`src/rtl/ug_pkg.sv`:
```
// Shared types and helpers for the universal-gate exerciser: FSM state encoding,
// vector constants and the golden NAND/NOR model.
package ug_pkg;

  typedef enum logic [2:0] {
    IDLE   = 3'd0,
    DRIVE  = 3'd1,
    SETTLE = 3'd2,
    CHECK  = 3'd3,
    DONE   = 3'd4
  } ug_state_e;

  localparam int         VEC_W    = 2;
  localparam logic [1:0] LAST_VEC = 2'd3;

  // Returns {nand, nor} for the given input pair.
  function automatic logic [1:0] ug_expect(input logic a, input logic b);
    return {~(a & b), ~(a | b)};
  endfunction

endpackage

```
`src/rtl/ug_settle_timer.sv`:
```
// Settle-time down-counter: loaded with SETTLE_CYCLES, expires on its last cycle.
// Collapses to a constant expire when SETTLE_CYCLES is 0.
module ug_settle_timer #(
  parameter int SETTLE_CYCLES = 2
) (
  input  logic clk,
  input  logic rst_n,
  input  logic load_i,
  input  logic en_i,
  output logic expire_o
);

  if (SETTLE_CYCLES == 0) begin : g_bypass
    logic unused_inputs;
    assign unused_inputs = ^{clk, rst_n, load_i, en_i};
    assign expire_o      = 1'b1;
  end else begin : g_cnt
    localparam int CW = $clog2(SETTLE_CYCLES + 1);
    logic [CW-1:0] cnt_q, cnt_d;

    always_comb begin
      cnt_d = cnt_q;
      if (load_i)
        cnt_d = CW'(SETTLE_CYCLES);
      else if (en_i && (cnt_q != '0))
        cnt_d = cnt_q - 1'b1;
    end

    always_ff @(posedge clk or negedge rst_n) begin
      if (!rst_n) cnt_q <= '0;
      else        cnt_q <= cnt_d;
    end

    // Terminal count at 1 so the last SETTLE cycle itself raises expire.
    assign expire_o = (cnt_q == CW'(1));
  end

endmodule

```
`src/rtl/universal_gate_exerciser.sv`:
```
// Stimulus/check harness for a NAND/NOR gate pair: sweeps all four input vectors,
// waits a settle time, compares against golden values. Optional first-error capture
// is enabled by defining UG_FIRST_ERR_EN.
module universal_gate_exerciser
  import ug_pkg::*;
#(
  parameter int SETTLE_CYCLES = 2,
  parameter int ERR_W         = 3
) (
  input  logic             clk,
  input  logic             rst_n,
  input  logic             start,
  output logic             drv_a,
  output logic             drv_b,
  input  logic             obs_nand,
  input  logic             obs_nor,
  output logic             busy,
  output logic             done,
  output logic             pass,
`ifdef UG_FIRST_ERR_EN
  output logic [VEC_W-1:0] first_err_vec,
  output logic             first_err_valid,
`endif
  output logic [ERR_W-1:0] err_cnt
);

  ug_state_e        state_q, state_d;
  logic [VEC_W-1:0] vec_q, vec_d;
  logic [VEC_W-1:0] drv_q, drv_d;
  logic [ERR_W-1:0] err_q, err_d;
  logic             pass_q, pass_d;
  logic             settle_load, settle_en, settle_expire;
  logic [1:0]       golden;
  logic             mismatch;
`ifdef UG_FIRST_ERR_EN
  logic [VEC_W-1:0] fev_q, fev_d;
  logic             fvalid_q, fvalid_d;
`endif

  ug_settle_timer #(.SETTLE_CYCLES(SETTLE_CYCLES)) u_settle (
    .clk      (clk),
    .rst_n    (rst_n),
    .load_i   (settle_load),
    .en_i     (settle_en),
    .expire_o (settle_expire)
  );

  assign golden   = ug_expect(vec_q[1], vec_q[0]);
  assign mismatch = (obs_nand != golden[1]) | (obs_nor != golden[0]);

  always_comb begin
    state_d     = state_q;
    vec_d       = vec_q;
    drv_d       = drv_q;
    err_d       = err_q;
    pass_d      = pass_q;
    settle_load = 1'b0;
    settle_en   = 1'b0;
`ifdef UG_FIRST_ERR_EN
    fev_d       = fev_q;
    fvalid_d    = fvalid_q;
`endif
    case (state_q)
      IDLE: begin
        if (start) begin
          state_d = DRIVE;
          vec_d   = '0;
          drv_d   = '0;
          err_d   = '0;
          pass_d  = 1'b0;
`ifdef UG_FIRST_ERR_EN
          fev_d    = '0;
          fvalid_d = 1'b0;
`endif
        end
      end
      DRIVE: begin
        settle_load = 1'b1;
        if (SETTLE_CYCLES > 0) state_d = SETTLE;
        else                   state_d = CHECK;
      end
      SETTLE: begin
        settle_en = 1'b1;
        if (settle_expire) state_d = CHECK;
      end
      CHECK: begin
        if (mismatch) begin
          if (err_q != '1) err_d = err_q + 1'b1;
`ifdef UG_FIRST_ERR_EN
          if (!fvalid_q) begin
            fev_d    = vec_q;
            fvalid_d = 1'b1;
          end
`endif
        end
        if (vec_q == LAST_VEC) begin
          state_d = DONE;
          pass_d  = (err_d == '0);
        end else begin
          state_d = DRIVE;
          vec_d   = vec_q + 1'b1;
          drv_d   = vec_q + 1'b1;
        end
      end
      DONE:    state_d = IDLE;
      default: state_d = IDLE;
    endcase
  end

  always_ff @(posedge clk or negedge rst_n) begin
    if (!rst_n) begin
      state_q  <= IDLE;
      vec_q    <= '0;
      drv_q    <= '0;
      err_q    <= '0;
      pass_q   <= 1'b0;
`ifdef UG_FIRST_ERR_EN
      fev_q    <= '0;
      fvalid_q <= 1'b0;
`endif
    end else begin
      state_q  <= state_d;
      vec_q    <= vec_d;
      drv_q    <= drv_d;
      err_q    <= err_d;
      pass_q   <= pass_d;
`ifdef UG_FIRST_ERR_EN
      fev_q    <= fev_d;
      fvalid_q <= fvalid_d;
`endif
    end
  end

  assign drv_a   = drv_q[1];
  assign drv_b   = drv_q[0];
  assign busy    = (state_q == DRIVE) || (state_q == SETTLE) || (state_q == CHECK);
  assign done    = (state_q == DONE);
  assign pass    = pass_q;
  assign err_cnt = err_q;
`ifdef UG_FIRST_ERR_EN
  assign first_err_vec   = fev_q;
  assign first_err_valid = fvalid_q;
`endif

endmodule
```
`config.mk`:
```
export PLATFORM = sky130hd
export DESIGN_NAME = universal_gate_exerciser
export DESIGN_NICKNAME = d
export VERILOG_FILES = /design/src/rtl/ug_pkg.sv /design/src/rtl/ug_settle_timer.sv /design/src/rtl/universal_gate_exerciser.sv
export SDC_FILE = /design/constraint.sdc
export NUM_CORES = 1
export LEC_CHECK = 0
export CAP_MARGIN = 40
export CORE_MARGIN = 1.5
export CORE_UTILIZATION = 49
export CTS_CLUSTER_DIAMETER = 50
export CTS_CLUSTER_SIZE = 8
export DETAILED_ROUTE_END_ITERATION = 12
export PLACE_DENSITY = 0.75
export SLEW_MARGIN = 40
export SYNTH_ARGS = -nofsm -noshare
export SYNTH_HDL_FRONTEND = slang
export SYNTH_SLANG_ARGS = --single-unit
```
`constraint.sdc`:
```
create_clock -name clk -period 2 [get_ports clk]
set_input_delay 0.2 -clock clk [delete_from_list [all_inputs] [get_ports clk]]
set_output_delay 0.2 -clock clk [all_outputs]
set_load 0.01 [all_outputs]
```
# Yosys cells after proc, flatten, opt, wreduce, memory -nomap -nowiden
# Cells that the tools add are included.
# word_totals
in_bits,5
reg_bits,11
wordCells,57
# op_classes
bitwise_logic,5
mux,19
reduce_logical,12
add_sub_neg,3
eq_ne,13
# ops
op,n
$mux 3,7
$pmux 3 s4,1
$mux 2,4
$ne 2x2->1 const B,4
$eq 3x2->1 const B,2
$logic_not 3->1,2
$pmux 3 s2,1
$reduce_and 3->1,2
$reduce_bool 2->1,3
$mux 1,4
$pmux 2 s2,1
$reduce_and 2->1,2
$add 3x1->3 const B,1
$eq 3x1->1 const B,1
$eq 3x3->1 const B,1
$ne 3x3->1 const B,1
$add 2x1->2 const B,1
$eq 2x1->1 const B,1
$eq 2x2->1 const B,1
$logic_or 1x1->1,2
$ne 1x1->1,2
$not 1->1,2
$or 1x1->1,2
$pmux 1 s2,1
3 further kinds,3

# Depth between registers and ports, before layout
# Gate-level depths: netlist of run 1.
# logic_depth
word_depth,9
depth_mapped,6

# Modules after synthesis
# From an unflattened synthesis of run 1, not the netlist that was laid out.
# hier_totals
cells_unflattened,73
hier_area_um2,690.7
# modules_own_cells
module,seq_area_each_um2,cells_each,area_per_inst_um2,instances
universal_gate_exerciser,225.2,60,554.3,1
ug_settle_timer,50.0,13,136.4,1

# Least setup slack after synthesis of run 1
# OpenSTA, ideal clock, no wires.
# synth_path
path_kind,register -> register
startpoint,reg drv_q[1] (netlist name)
endpoint,"reg err_q[1], in the netlist err_cnt[1]"
path_buffers,0
period_less_slack_ns,1.698
arrival_time_ns,1.574
path_stages_with_launch,7
path_slack_ns,0.302
path_cell_list,dfrtp_1 inv_1 ha_1 xor2_1 or2_2 nand3_1 mux2_2
# synth_rtl
item,line,source
"end signal, assigned",universal_gate_exerciser.sv:125,err_q <= err_d;
"end, declared",universal_gate_exerciser.sv:30,"logic [ERR_W-1:0] err_q, err_d;"

# Final worst setup path of run 1
# layout_path
startpoint,reg state_q[0]
endpoint,out done
# layout_between
elab_chain_len,1
# layout_lines
item,line,source
"start, declared",universal_gate_exerciser.sv:27,"ug_state_e state_q, state_d;"
"start signal, assigned",universal_gate_exerciser.sv:122,state_q <= state_d;
$eq 3x3->1,universal_gate_exerciser.sv:137,assign done = (state_q == DONE);
"end, declared",universal_gate_exerciser.sv:18,"output logic done,"
# No other way between the ends.

==> flow_metrics.py, run 1 <==
metrics = {
    "outcome": {
        "status": "completed",
    },
    "pwr": {
        "max-vdd-ir-drop_mv": 0.638,
        "p_per_area_nw_per_um2": 1410,
        "p_leak_nw": 0.385,
    },
    "clocking": {
        "cts.sinks": 11,
        "cts_tree": "yes",
        "ctsLongestPathBuffers": 2,
        "cts_resized": 0,
        "path_clk_slew_ps": 70,
        "h-tree-depth": 1,
        "cts_buffers": 3,
        "cts_hold_buf": 0,
        "post_cts_buffers": 0,
        "clk_latency_ps": 270,
        "root_buffer": "clkbuf_4",
    },
    "synth": {
        "avgSynthCellArea_sq_um": 9.09,
        "synth.distinct_cells": 28,
        "synth_top_cells_by_count": "nor2_1, dfrtp_1, inv_1",
        "syn_area_sq_um": 682,
        "yosysWarnings": 0,
        "synth_fp_nets": 85,
        "yosysSeqAreaShare": 0.404,
        "ys_top_cells_by_area": "dfrtp_1, ha_1, nor2_1",
        "netlist.top_cell.by_area": "dfrtp_1",
        "ys_ff_latch": 11,
        "synth-edff-count": 0,
        "synth_top_cell_area_share": 0.404,
        "synth_flop_cell": "dfrtp_1",
        "post-synth-top-count-cell": "nor2_1",
        "syn_inst": 75,
        "async_reset_ff_frac": 1.00,
    },
    "setup_path": {
        "end_kind": "output port",
        "crit_type": "flip-flop to output port",
        "slowest_delay_ps": 530,
        "worstPathRequired_ps": 1800,
        "worstPathMaxFanout": 8,
        "cp.arrival_ps": 1570,
        "worstPathCellList": "nor2_1, and2_1, clkdlybuf4s50_1",
        "slowest_stage": "clkdlybuf4s50_1",
        "start_kind": "flip-flop",
    },
    "min_path": {
        "hp-class": "input port to async pin",
    },
    "sta": {
        "finalCritPeriodShare": 0.884,
        "period_needed_ps": 1770,
        "rsz0062_at_grt": "false",
        "setup_tns_ps": 0,
        "setup_ws_ps": 232,
        "fmax_mhz": 565,
        "tightest_slew_ps": 504,
        "fin_worst_skew_ps": 2.85,
        "max_slew_margin": 0.663,
        "hold_viol_final": 0,
        "whs_ps": 267,
        "slew_violations": 0,
        "setup_viol": 0,
    },
    "final_layout": {
        "num_antenna_cells": 0,
        "drive_gt1_frac": 0.0899,
        "synthToLayoutAreaGrowth_pct": 22.0,
        "final-instance-count-excl-fill": 104,
        "fin_nets": 100,
    },
    "place": {
        "gp_congestion": 0.818,
        "portBuffers": 12,
        "dp_cells": 100,
        "dp_slack_ps": 219,
        "dp_hpwl_microns": 1000,
    },
    "grt": {
        "grt_overflow": 0,
        "grt_first_pass_wirelength_microns": 2010,
        "grt_max_degree": 13,
        "grt_antenna_before_repair": 0,
        "grt_util_all_layers": 0.195,
        "grt_pass1_vias": 502,
    },
    "die": {
        "io_pins": 13,
        "dieArea_sq_um": 1620,
        "die_w_microns": 40.3,
        "fp.coreArea_sq_um": 1300,
        "start_util": 0.524,
        "die_h_microns": 40.3,
        "num_rows": 13,
    },
    "drt": {
        "routed_wirelength_microns": 1270,
        "ant_nets": 0,
        "drt_iter0_markers": 6,
        "drc": 0,
        "vias": 553,
        "wire_per_inst_microns": 12.2,
        "detail_route.first_pass.iterations": 4,
        "via_per_inst": 5.32,
    },
    "flow_run": {
        "drv_cap": 0,
    },
}
-- sequential cells by signal, indices dropped and copies added, names as in the netlist --
register and count:
state_q 3, u_settle.g_cnt.cnt_q 2, err_cnt 3, drv_q 2, pass 1
-- cells by family (layout without fill, tap and decap cells) --
group / Yosys count / in the layout / synth area share
and+or+nand+nor: 27 / 27 / 0.193
AOI/OAI and AO/OA: 15 / 15 / 0.134
DFF: 11 / 11 / 0.404
buffers and inverters: 9 / 23 / 0.0606
adders and majority gates: 5 / 5 / 0.0917
muxes: 5 / 5 / 0.0789
xor gates and xnor gates: 3 / 3 / 0.0385
-- final cells by class --
type	count	area (sq um)
clock buffer	4	26.3
fill	120	469
inverter	7	26.3
multi-input combinational	55	365
sequential	11	275
tap	15	18.8
timing repair buffer	12	120
-- layout by cell type (no fill, tap or decap), drive strengths merged, types with 3 or more instances in the layout --
master | netlist | routed
clkdlybuf4s50 | 0 | 12
dfrtp | 11 | 11
mux2 | 3 | 3
inv | 7 | 7
nor2 | 14 | 14
a21oi | 3 | 3
o21ai | 6 | 6
clkbuf | 1 | 4
ha | 5 | 5
-- critical path, delay by kind of cell (launching register included) --
kind	cells	cell delay [ps]
DFF	1	470
and+or+nand+nor	2	300
buffers and inverters	1	530
-- metrics by stage --
step | utilization | total power [W] | area, sq um
2_1_floorplan | - | 0.000834 | 682
3_3_place_gp | 0.619 | 0.00101 | 806
3_5_place_dp | 0.619 | 0.00103 | 806
4_1_cts | 0.639 | 0.00119 | 832
5_1_grt | 0.639 | 0.00128 | 832
6_report | 0.639 | 0.00117 | 832
-- final timing paths --
kind / start / endpoint / slack (ps) / cells past startpoint
hold / removal: rst_n / state_q[0] / 270 / 1
max in group asynchronous: rst_n / pass / 1400 / 1
setup / recovery: state_q[0] / done / 230 / 3
hold reg to reg: pass / pass / 520 / 2
setup reg to reg: drv_q[1] / err_cnt[1] / 260 / 6
min in group clk: pass / pass / 520 / 2
-- per-layer routing --
layer,vias up,track usage,part of all wire
met1,258,0.257,0.50
met2,9,0.302,0.46
met4,0,0.108,0.016
li1,284,-,-
met5,-,0,0
met3,2,0.0333,0.028
-- power by group --
group	switching, W	internal, W
clock	0.0000731	0.0000772
combinational	0.000297	0.000321
sequential	0.000100	0.000306
Note: power is estimated with default switching activity, not from simulation.
==> run 2: changes to the inputs <==
--- a/config.mk
+++ b/config.mk
@@ -5,7 +5,7 @@
 export SDC_FILE = /design/constraint.sdc
 export NUM_CORES = 1
 export LEC_CHECK = 0
-export CAP_MARGIN = 40
+export CAP_MARGIN = 20
 export CORE_MARGIN = 1.5
 export CORE_UTILIZATION = 49
 export CTS_CLUSTER_DIAMETER = 50
==> results of run 2 <==
No change in the layout: final DEF, timing and power equal those of run 1.
